$ cat config.mk
export PLATFORM = sky130hd
export DESIGN_NAME = uart_transmitter
export DESIGN_NICKNAME = d
export VERILOG_FILES = /design/src/rtl/uart_pkg.sv /design/src/rtl/uart_baud_gen.sv /design/src/rtl/uart_transmitter.sv
export SDC_FILE = /design/constraint.sdc
export NUM_CORES = 1
export LEC_CHECK = 0
export BUFFER_PORTS_ARGS = -buffer_cell sky130_fd_sc_hd__buf_4
export CELL_PAD_IN_SITES_DETAIL_PLACEMENT = 1
export CELL_PAD_IN_SITES_GLOBAL_PLACEMENT = 1
export CORE_ASPECT_RATIO = 0.75
export CORE_UTILIZATION = 44
export DETAILED_ROUTE_END_ITERATION = 12
export PLACE_DENSITY = 0.79
export SETUP_SLACK_MARGIN = 0.3
export SLEW_MARGIN = 20
export SYNTH_ARGS = -nofsm -noshare
export SYNTH_HDL_FRONTEND = slang
export SYNTH_SLANG_ARGS = --single-unit
$ cat constraint.sdc
create_clock -name clock_fpga -period 2.4 [get_ports clock_fpga]
set_clock_uncertainty 0.1 [all_clocks]
set_input_delay 0.48 -clock clock_fpga [delete_from_list [all_inputs] [get_ports clock_fpga]]
set_output_delay 0.48 -clock clock_fpga [all_outputs]
set_load 0.05 [all_outputs]
$ cat src/rtl/uart_pkg.sv
// Shared UART definitions: default rates, bit-period helpers, state names
// and parity modes used by both the transmitter and the receiver.
package uart_pkg;

  localparam int CLK_FREQ_DEFAULT  = 100_000_000;
  localparam int BAUD_RATE_DEFAULT = 9_600;

  localparam int PAR_NONE = 0;
  localparam int PAR_EVEN = 1;
  localparam int PAR_ODD  = 2;

  typedef enum logic [2:0] {
    ST_IDLE,
    ST_START,
    ST_DATA,
    ST_PARITY,
    ST_STOP
  } uart_state_t;

  function automatic int calcBitCycles(input int clkFreq, input int baudRate);
    return clkFreq / baudRate;
  endfunction

  // Divider counters never shrink below 14 bits so 9600 baud at 100 MHz fits.
  function automatic int counterWidth(input int divide);
    int w;
    w = $clog2(divide);
    return (w < 14) ? 14 : w;
  endfunction

endpackage

$ cat src/rtl/uart_baud_gen.sv
// Bit-period divider: counts 0..DIVIDE-1 while not cleared and flags the last
// count, so a clear on frame start gives an exact first bit period.
module uart_baud_gen
  import uart_pkg::*;
#(
  parameter int DIVIDE = 10416
) (
  input  logic clock_fpga,
  input  logic reset,
  input  logic clear_i,
  output logic tick_o
);

  localparam int W = counterWidth(DIVIDE);
  localparam logic [W-1:0] LAST = W'(DIVIDE - 1);

  logic [W-1:0] count_q;

  always_ff @(posedge clock_fpga) begin
    if (reset || clear_i) begin
      count_q <= '0;
    end else if (count_q == LAST) begin
      count_q <= '0;
    end else begin
      count_q <= count_q + W'(1);
    end
  end

  assign tick_o = (count_q == LAST);

endmodule

$ cat src/rtl/uart_transmitter.sv
// 8-bit UART transmitter: valid/ready byte intake, LSB-first framing with
// optional parity and 1 or 2 stop bits; every output comes from a flop.
module uart_transmitter
  import uart_pkg::*;
#(
  parameter int CLK_FREQ   = CLK_FREQ_DEFAULT,
  parameter int BAUD_RATE  = BAUD_RATE_DEFAULT,
  parameter int PARITY     = PAR_NONE,
  parameter int STOP_BITS  = 1,
  parameter int BIT_CYCLES = calcBitCycles(CLK_FREQ, BAUD_RATE)
) (
  input  logic       clock_fpga,
  input  logic       reset,
  input  logic [7:0] tx_data,
  input  logic       tx_valid,
  output logic       tx_ready,
  output logic       TxD,
  output logic       tx_busy,
  output logic       tx_done
);

  localparam logic LAST_STOP = (STOP_BITS == 2);

  uart_state_t state_q;
  logic [7:0]  shiftReg_q;
  logic [7:0]  dataByte_q;
  logic [2:0]  bitCnt_q;
  logic        stopCnt_q;
  logic        txd_q;
  logic        ready_q;
  logic        busy_q;
  logic        done_q;

  logic bitTick;
  logic parityBit;

  // Holding the divider clear while idle aligns the start bit to the handshake.
  uart_baud_gen #(
    .DIVIDE(BIT_CYCLES)
  ) baudGen (
    .clock_fpga(clock_fpga),
    .reset     (reset),
    .clear_i   (state_q == ST_IDLE),
    .tick_o    (bitTick)
  );

  assign parityBit = (PARITY == PAR_ODD) ? ~^dataByte_q : ^dataByte_q;

  always_ff @(posedge clock_fpga) begin
    if (reset) begin
      state_q    <= ST_IDLE;
      shiftReg_q <= '0;
      dataByte_q <= '0;
      bitCnt_q   <= '0;
      stopCnt_q  <= 1'b0;
      txd_q      <= 1'b1;
      ready_q    <= 1'b1;
      busy_q     <= 1'b0;
      done_q     <= 1'b0;
    end else begin
      done_q <= 1'b0;
      unique case (state_q)
        ST_IDLE: begin
          if (tx_valid && ready_q) begin
            shiftReg_q <= tx_data;
            dataByte_q <= tx_data;
            bitCnt_q   <= '0;
            stopCnt_q  <= 1'b0;
            txd_q      <= 1'b0;
            ready_q    <= 1'b0;
            busy_q     <= 1'b1;
            state_q    <= ST_START;
          end
        end
        ST_START: begin
          if (bitTick) begin
            txd_q   <= shiftReg_q[0];
            state_q <= ST_DATA;
          end
        end
        ST_DATA: begin
          if (bitTick) begin
            bitCnt_q <= bitCnt_q + 3'd1;
            if (bitCnt_q == 3'd7) begin
              if (PARITY != PAR_NONE) begin
                txd_q   <= parityBit;
                state_q <= ST_PARITY;
              end else begin
                txd_q   <= 1'b1;
                state_q <= ST_STOP;
              end
            end else begin
              shiftReg_q <= {1'b0, shiftReg_q[7:1]};
              txd_q      <= shiftReg_q[1];
            end
          end
        end
        ST_PARITY: begin
          if (bitTick) begin
            txd_q   <= 1'b1;
            state_q <= ST_STOP;
          end
        end
        ST_STOP: begin
          if (bitTick) begin
            if (stopCnt_q == LAST_STOP) begin
              stopCnt_q <= 1'b0;
              ready_q   <= 1'b1;
              busy_q    <= 1'b0;
              done_q    <= 1'b1;
              state_q   <= ST_IDLE;
            end else begin
              stopCnt_q <= 1'b1;
            end
          end
        end
        default: begin
          txd_q   <= 1'b1;
          ready_q <= 1'b1;
          busy_q  <= 1'b0;
          state_q <= ST_IDLE;
        end
      endcase
    end
  end

  assign TxD      = txd_q;
  assign tx_ready = ready_q;
  assign tx_busy  = busy_q;
  assign tx_done  = done_q;

endmodule

==> impl_metrics.ini, run 1 <==
[floorplanning]
die_area_um2 = 3790
die_x_um = 70.8
pin_count = 15
row_count = 18
core_um2 = 3330
die_height_um = 53.6
start_util_pct = 46.8

[timing]
hold_violations = 0
report.final.slew_viol_count = 0
slew_headroom_pct = 71.7
rsz0062_at_grt = false
max_freq_mhz = 519
finalCritPeriodShare_pct = 80.3
setup_viol = 0
tightest_slew_ns = 0.413
tns_ns = 0
period_minus_slack_ns = 1.93

[drt]
drt-initial-drc-count = 54
routed_wl_mm = 3.63
drt.antenna.violating_nets = 0
first_pass_iters = 8
vias_per_cell = 5.75
vias = 1283
drcViolationCount = 2
wl_per_cell_um = 16.3

[setup_path]
worstSetupPathType = register to register
reg2reg_from = baudGen.count_q[0]$_SDFF_PP0_
r2r_slack_ns = 0.47
worstPathCellList = ha_1 > and3_1 > nand4_1 > buf_4 > or3_1 > a211oi_1
required_ns = 2.50
max_stage_delay_ns = 0.39
worstSetupStartpointType = register
worst_r2r_path_depth = 6
path_max_fanout = 7
arrival_ns = 2.02
rr_endpoint = state_q[2]$_SDFFE_PP0P_
slowest_stage = dfxtp_1
end_kind = register

[cts]
clockBufferDepth = 2
htree_levels = 2
worstSkewPairLatency_ns = 0.28
cts_tree = yes
cts_made_buffers = 5
cts.hold.buffers_added = 0
clk_pin_slew_ns = 0.06
cts_sinks = 32
ctsRootBufferMaster = clkbuf_8

[status]
run_status = finished with violations
violations = DRC

[synth]
synth-seq-area-share_pct = 41.1
syn_area_per_cell_um2 = 9.29
ys_ff_latch = 32
yosysTopAreaCell = dfxtp_1
yosysUniqueCellTypes = 40
ys_warn_count = 0
async_flop_share_pct = 0
synth_common_cells = 32 x dfxtp_1, 19 x nor2_1, 10 x a21oi_1, 10 x nor3_1, 10 x xnor2_1
synth.area.top_cells = dfxtp_1 41%, xnor2_1 5.6%, mux2i_1 5.1%
yosysMostFrequentCell = dfxtp_1
ys.flop_type = dfxtp_1
yosys.area.top_type_share_pct = 41.1
synth_nets = 182
synth-edff-count = 0
postSynthCellCount = 168
synth_area_um2 = 1560

[layout]
nets = 196
instances_no_fill = 223
drive_above_1_share_pct = 18.6
areaGrowthSynthToFinish_pct = 12.8
diodes = 0
fill_cells = 402

[global_routing]
grt_pass1_vias = 1221
antenna_found_initial = 0
grt_max_degree = 22
track_usage_pct = 20.9
grt_pass1_wl_mm = 6.05
overflow = 0

[power]
p_leak_uw = 0.000593
power_density_nw_per_um2 = 633
p_comb_share_pct = 10.5
p_int_uw = 835
swShare_pct = 24.9
ir_drop_mv = 0.361
clkPwrFrac_pct = 38.1
p_switching_uw = 278
seq_power_share_pct = 51.4

[placed_design]
dp.cells = 212
gp_congestion = 0.742
hpwl_mm = 2.54
port_buffers = 14

[hold_path]
hp-class = register to register
holdPathEnd = tx_busy$_SDFFE_PP0P_
hold_depth = 2
worstHoldStart = tx_busy$_SDFFE_PP0P_

[job]
drv_cap = 0
==> timing repair <==
action                     4_1_cts  5_1_grt
resized for setup                0        0
buffers inserted                 3        0
setup endpoints to repair       14        0
==> sequential cells by signal, summed over array words and instances (netlist names) <==
name             count
bitCnt_q             3
state_q              3
TxD                  1
baudGen.count_q     14
tx_ready             1
shiftReg_q           8
tx_done              1
tx_busy              1
==> worst max path at each step <==
stage | end | from | slack [ns] | cells after the start
floorplan | shiftReg_q[4]$_SDFFE_PP0P_ | tx_ready$_SDFFE_PP1P_ | 0.68 | 5
global placement | state_q[2]$_SDFFE_PP0P_ | baudGen.count_q[0]$_SDFF_PP0_ | 0.41 | 5
detailed placement | state_q[2]$_SDFFE_PP0P_ | baudGen.count_q[0]$_SDFF_PP0_ | 0.23 | 5
CTS | state_q[2]$_SDFFE_PP0P_ | baudGen.count_q[0]$_SDFF_PP0_ | 0.50 | 6
global route | state_q[2]$_SDFFE_PP0P_ | baudGen.count_q[0]$_SDFF_PP0_ | 0.38 | 6
finish | state_q[2]$_SDFFE_PP0P_ | baudGen.count_q[0]$_SDFF_PP0_ | 0.47 | 6
==> cells in the final DEF, fill, tap and decap left out, types with 5 or more instances in the layout <==
cell type and n:
a21oi_1 10, a311oi_1 7, buf_4 18, clkbuf_8 6, dfxtp_1 32, mux2i_1 8
nand2_1 8, nand3_1 9, nand4_1 5, nor2_1 19, nor3_1 10, xnor2_1 10
==> power groups by stage <==
stage / Clock [µW] / Combinational [µW] / Sequential [µW]
3_5_place_dp: 0 / 115 / 584
6_report: 424 / 116 / 573
3_3_place_gp: 0 / 111 / 581
4_1_cts: 428 / 117 / 572
5_1_grt: 456 / 127 / 575
2_1_floorplan: 0 / 71.3 / 593
==> per-stage QoR <==
stage               util [%]  hold WS, ns  worst slack [ns]  power, µW  cell area, µm²
floorplan                  -        0.330             0.684        664            1560
global placement        49.4        0.348             0.409        693            1650
detailed placement      49.4        0.367             0.233        699            1650
CTS                     52.8        0.382             0.503       1120            1760
global route            52.8        0.404             0.383       1160            1760
finish                  52.8        0.376             0.474       1110            1760
==> routing by layer <==
| layer | part of all wire (%) | GRT usage, % | up-vias |
|---|---|---|---|
| met5 | 0 | 0 | - |
| met4 | 0.33 | 5.00 | 0 |
| met3 | 2.8 | 5.06 | 2 |
| met2 | 47 | 35.7 | 14 |
| met1 | 50 | 27.3 | 620 |
| li1 | - | - | 647 |
==> cells by family (layout without fill, tap and decap cells) <==
group,Yosys count,after routing,synth area share [%]
and+or+nand+nor,64,64,21.4
AOI/OAI and AO/OA,35,35,17.6
DFF,32,32,41.1
buffers and inverters,14,29,5.61
xor gates and xnor gates,12,12,6.74
muxes,8,8,5.13
adders and majority gates,3,3,2.41
==> layout make-up <==
| type | instances | area [µm²] | share of cell area (%) |
|---|---|---|---|
| inverter | 3 | 11.3 | 0.640 |
| sequential | 32 | 641 | 36.4 |
| multi-input combinational | 122 | 832 | 47.3 |
| timing repair buffer | 18 | 135 | 7.68 |
| tap | 40 | 50.0 | 2.84 |
| clock buffer | 8 | 90.1 | 5.12 |
==> worst max-delay path, delay by kind of cell (launching register included) <==
| kind | cells | cell delay [ns] |
|---|---|---|
| simple gates | 3 | 0.74 |
| buf+inv | 1 | 0.19 |
| fa+ha+maj | 1 | 0.23 |
| flops | 1 | 0.39 |
| compound gates | 1 | 0.20 |
No activity file was read; power rests on OpenSTA's default activity.
==> inputs of run 2 (changes only) <==
==> constraint.sdc (replaced) <==
create_clock -name clock_fpga -period 1.9 [get_ports clock_fpga]
set_clock_uncertainty 0.1 [all_clocks]
set_input_delay 0.38 -clock clock_fpga [delete_from_list [all_inputs] [get_ports clock_fpga]]
set_output_delay 0.38 -clock clock_fpga [all_outputs]
set_load 0.05 [all_outputs]
==> impl_metrics.ini, run 2 (same netlist as run 1, synthesis figures left out) <==
[status]
run_status = finished with violations
violations = DRC

[setup_path]
crit_end = bitCnt_q[0]$_SDFFE_PP0P_
worst_r2r_path_depth = 6
critPathMostFrequentCell = buf_4
slowest_stage = dfxtp_1
r2r_slack_ns = 0.13
worstSetupPathType = register to register
end_kind = register
worstPathCellList = and4bb_2 > nand4_1 > buf_4 > buf_4 > o211ai_1 > a21oi_2
rr_endpoint = bitCnt_q[0]$_SDFFE_PP0P_
max_stage_delay_ns = 0.41
reg2reg_from = baudGen.count_q[7]$_SDFF_PP0_
cp-startpoint = baudGen.count_q[7]$_SDFF_PP0_
path_max_fanout = 5
worstSetupStartpointType = register
arrival_ns = 1.84
required_ns = 1.97

[floorplanning]
row_count = 18
pin_count = 15
start_util_pct = 46.8
die_area_um2 = 3790
die_height_um = 53.6
die_x_um = 70.8
core_um2 = 3330

[timing]
period_minus_slack_ns = 1.77
holdWs_ns = 0.307
tns_ns = 0
finalCritPeriodShare_pct = 93.1
hold_violations = 0
slew_headroom_pct = 70.0
report.final.slew_viol_count = 0
rsz0062_at_grt = true
max_freq_mhz = 565
setup_viol = 0
tightest_slew_ns = 0.439

[layout]
instances_no_fill = 237
nets = 211
drive_above_1_share_pct = 35.0
regMostFlops = baudGen.count_q
areaGrowthSynthToFinish_pct = 25.8
largest_reg_flops = 14
post-route-util_pct = 58.9
diodes = 0
design_area_um2 = 1960
fill_cells = 381
reg.largest.list = baudGen.count_q (14), shiftReg_q (8)
final_common_cell = buf_4
layout_common_cells = 32 x buf_4, 23 x dfxtp_1, 18 x nor2_1

[cts]
ctsRootBufferMaster = clkbuf_8
cts_tree = yes
worstSkewPairLatency_ns = 0.29
cts.hold.buffers_added = 0
clk_pin_slew_ns = 0.06
htree_levels = 2
clockBufferDepth = 2
cts_sinks = 32
cts_made_buffers = 5

[hold_path]
hp-class = primary input to register

[drt]
drt-initial-drc-count = 48
wl_per_cell_um = 17.9
drcViolationCount = 2
drt.antenna.violating_nets = 0
routed_wl_mm = 4.23
first_pass_iters = 8
vias = 1398
vias_per_cell = 5.90

[global_routing]
overflow = 0
grt_max_degree = 22
grt_pass1_vias = 1369
grt_pass1_wl_mm = 6.69
antenna_found_initial = 0
track_usage_pct = 23.8

[power]
p_leak_uw = 0.000665
ir_drop_mv = 0.523
power_density_nw_per_um2 = 707

[placed_design]
port_buffers = 14
gp_congestion = 0.809
hpwl_mm = 2.67
place_area_um2 = 1670
dp.cells = 215

[job]
drv_cap = 0
-- run 2: changes by cell type in the layout (fill, tap and decap cells not counted), moves of 3 or more --
cell / delta
buf_4: +14
dfxtp_1: -9
dfxtp_2: +7
ha_1: -3
ha_4: +3
-- run 2: worst min-delay path by stage --
stage,from,end,slack [ns],cells past startpoint
floorplan,baudGen.count_q[0]$_SDFF_PP0_,baudGen.count_q[0]$_SDFF_PP0_,0.31,1
detailed placement,baudGen.count_q[0]$_SDFF_PP0_,baudGen.count_q[0]$_SDFF_PP0_,0.32,1
global placement,baudGen.count_q[0]$_SDFF_PP0_,baudGen.count_q[0]$_SDFF_PP0_,0.32,1
CTS,tx_data[7],shiftReg_q[7]$_SDFFE_PP0P_,0.30,3
global route,tx_data[7],shiftReg_q[7]$_SDFFE_PP0P_,0.32,3
finish,tx_data[7],shiftReg_q[7]$_SDFFE_PP0P_,0.31,3
-- run 2: repair_timing --
item / in CTS / in global routing
setup buffers: 14 / 1
setup endpoints to repair: 30 / 30
gates resized for setup: 19 / 6
pin swaps: 11 / 4
-- run 2: through the flow --
step	setup slack, ns	power, µW
2_1_floorplan	0.294	841
3_3_place_gp	0.202	876
3_5_place_dp	-0.0379	884
4_1_cts	0.204	1390
5_1_grt	0.0588	1460
6_report	0.132	1390
-- run 2: worst max-delay path: cells and delay by family, from the launching register on --
kind	cells	cell delay (ns)
buf+inv	2	0.35
compound gates	2	0.32
simple gates	2	0.46
flops	1	0.41
-- run 2: final cells by class --
| class | count | area [µm²] | area share, % |
|---|---|---|---|
| Tap cell | 40 | 50.0 | 2.55 |
| Sequential cell | 32 | 657 | 33.5 |
| Clock inverter | 1 | 5.00 | 0.255 |
| Timing Repair Buffer | 33 | 260 | 13.3 |
| Inverter | 3 | 11.3 | 0.574 |
| Clock buffer | 6 | 72.6 | 3.70 |
| Multi-Input combinational cell | 122 | 907 | 46.2 |
-- run 2: power by group --
group / internal [µW] / leakage [µW] / switching (µW)
sequential: 696 / 0.000265 / 24.9
clock: 248 / 0.0000410 / 244
combinational: 79.3 / 0.000359 / 95.4
total: 1020 / 0.000665 / 364
-- run 2: layer usage --
metal  share of wire, %  up-vias  track usage (%)
met3                3.1       11             7.68
met4                2.0        0             10.0
met1                 49      689             29.7
met5                  0        -                0
li1                   -      677                -
met2                 46       21             38.6
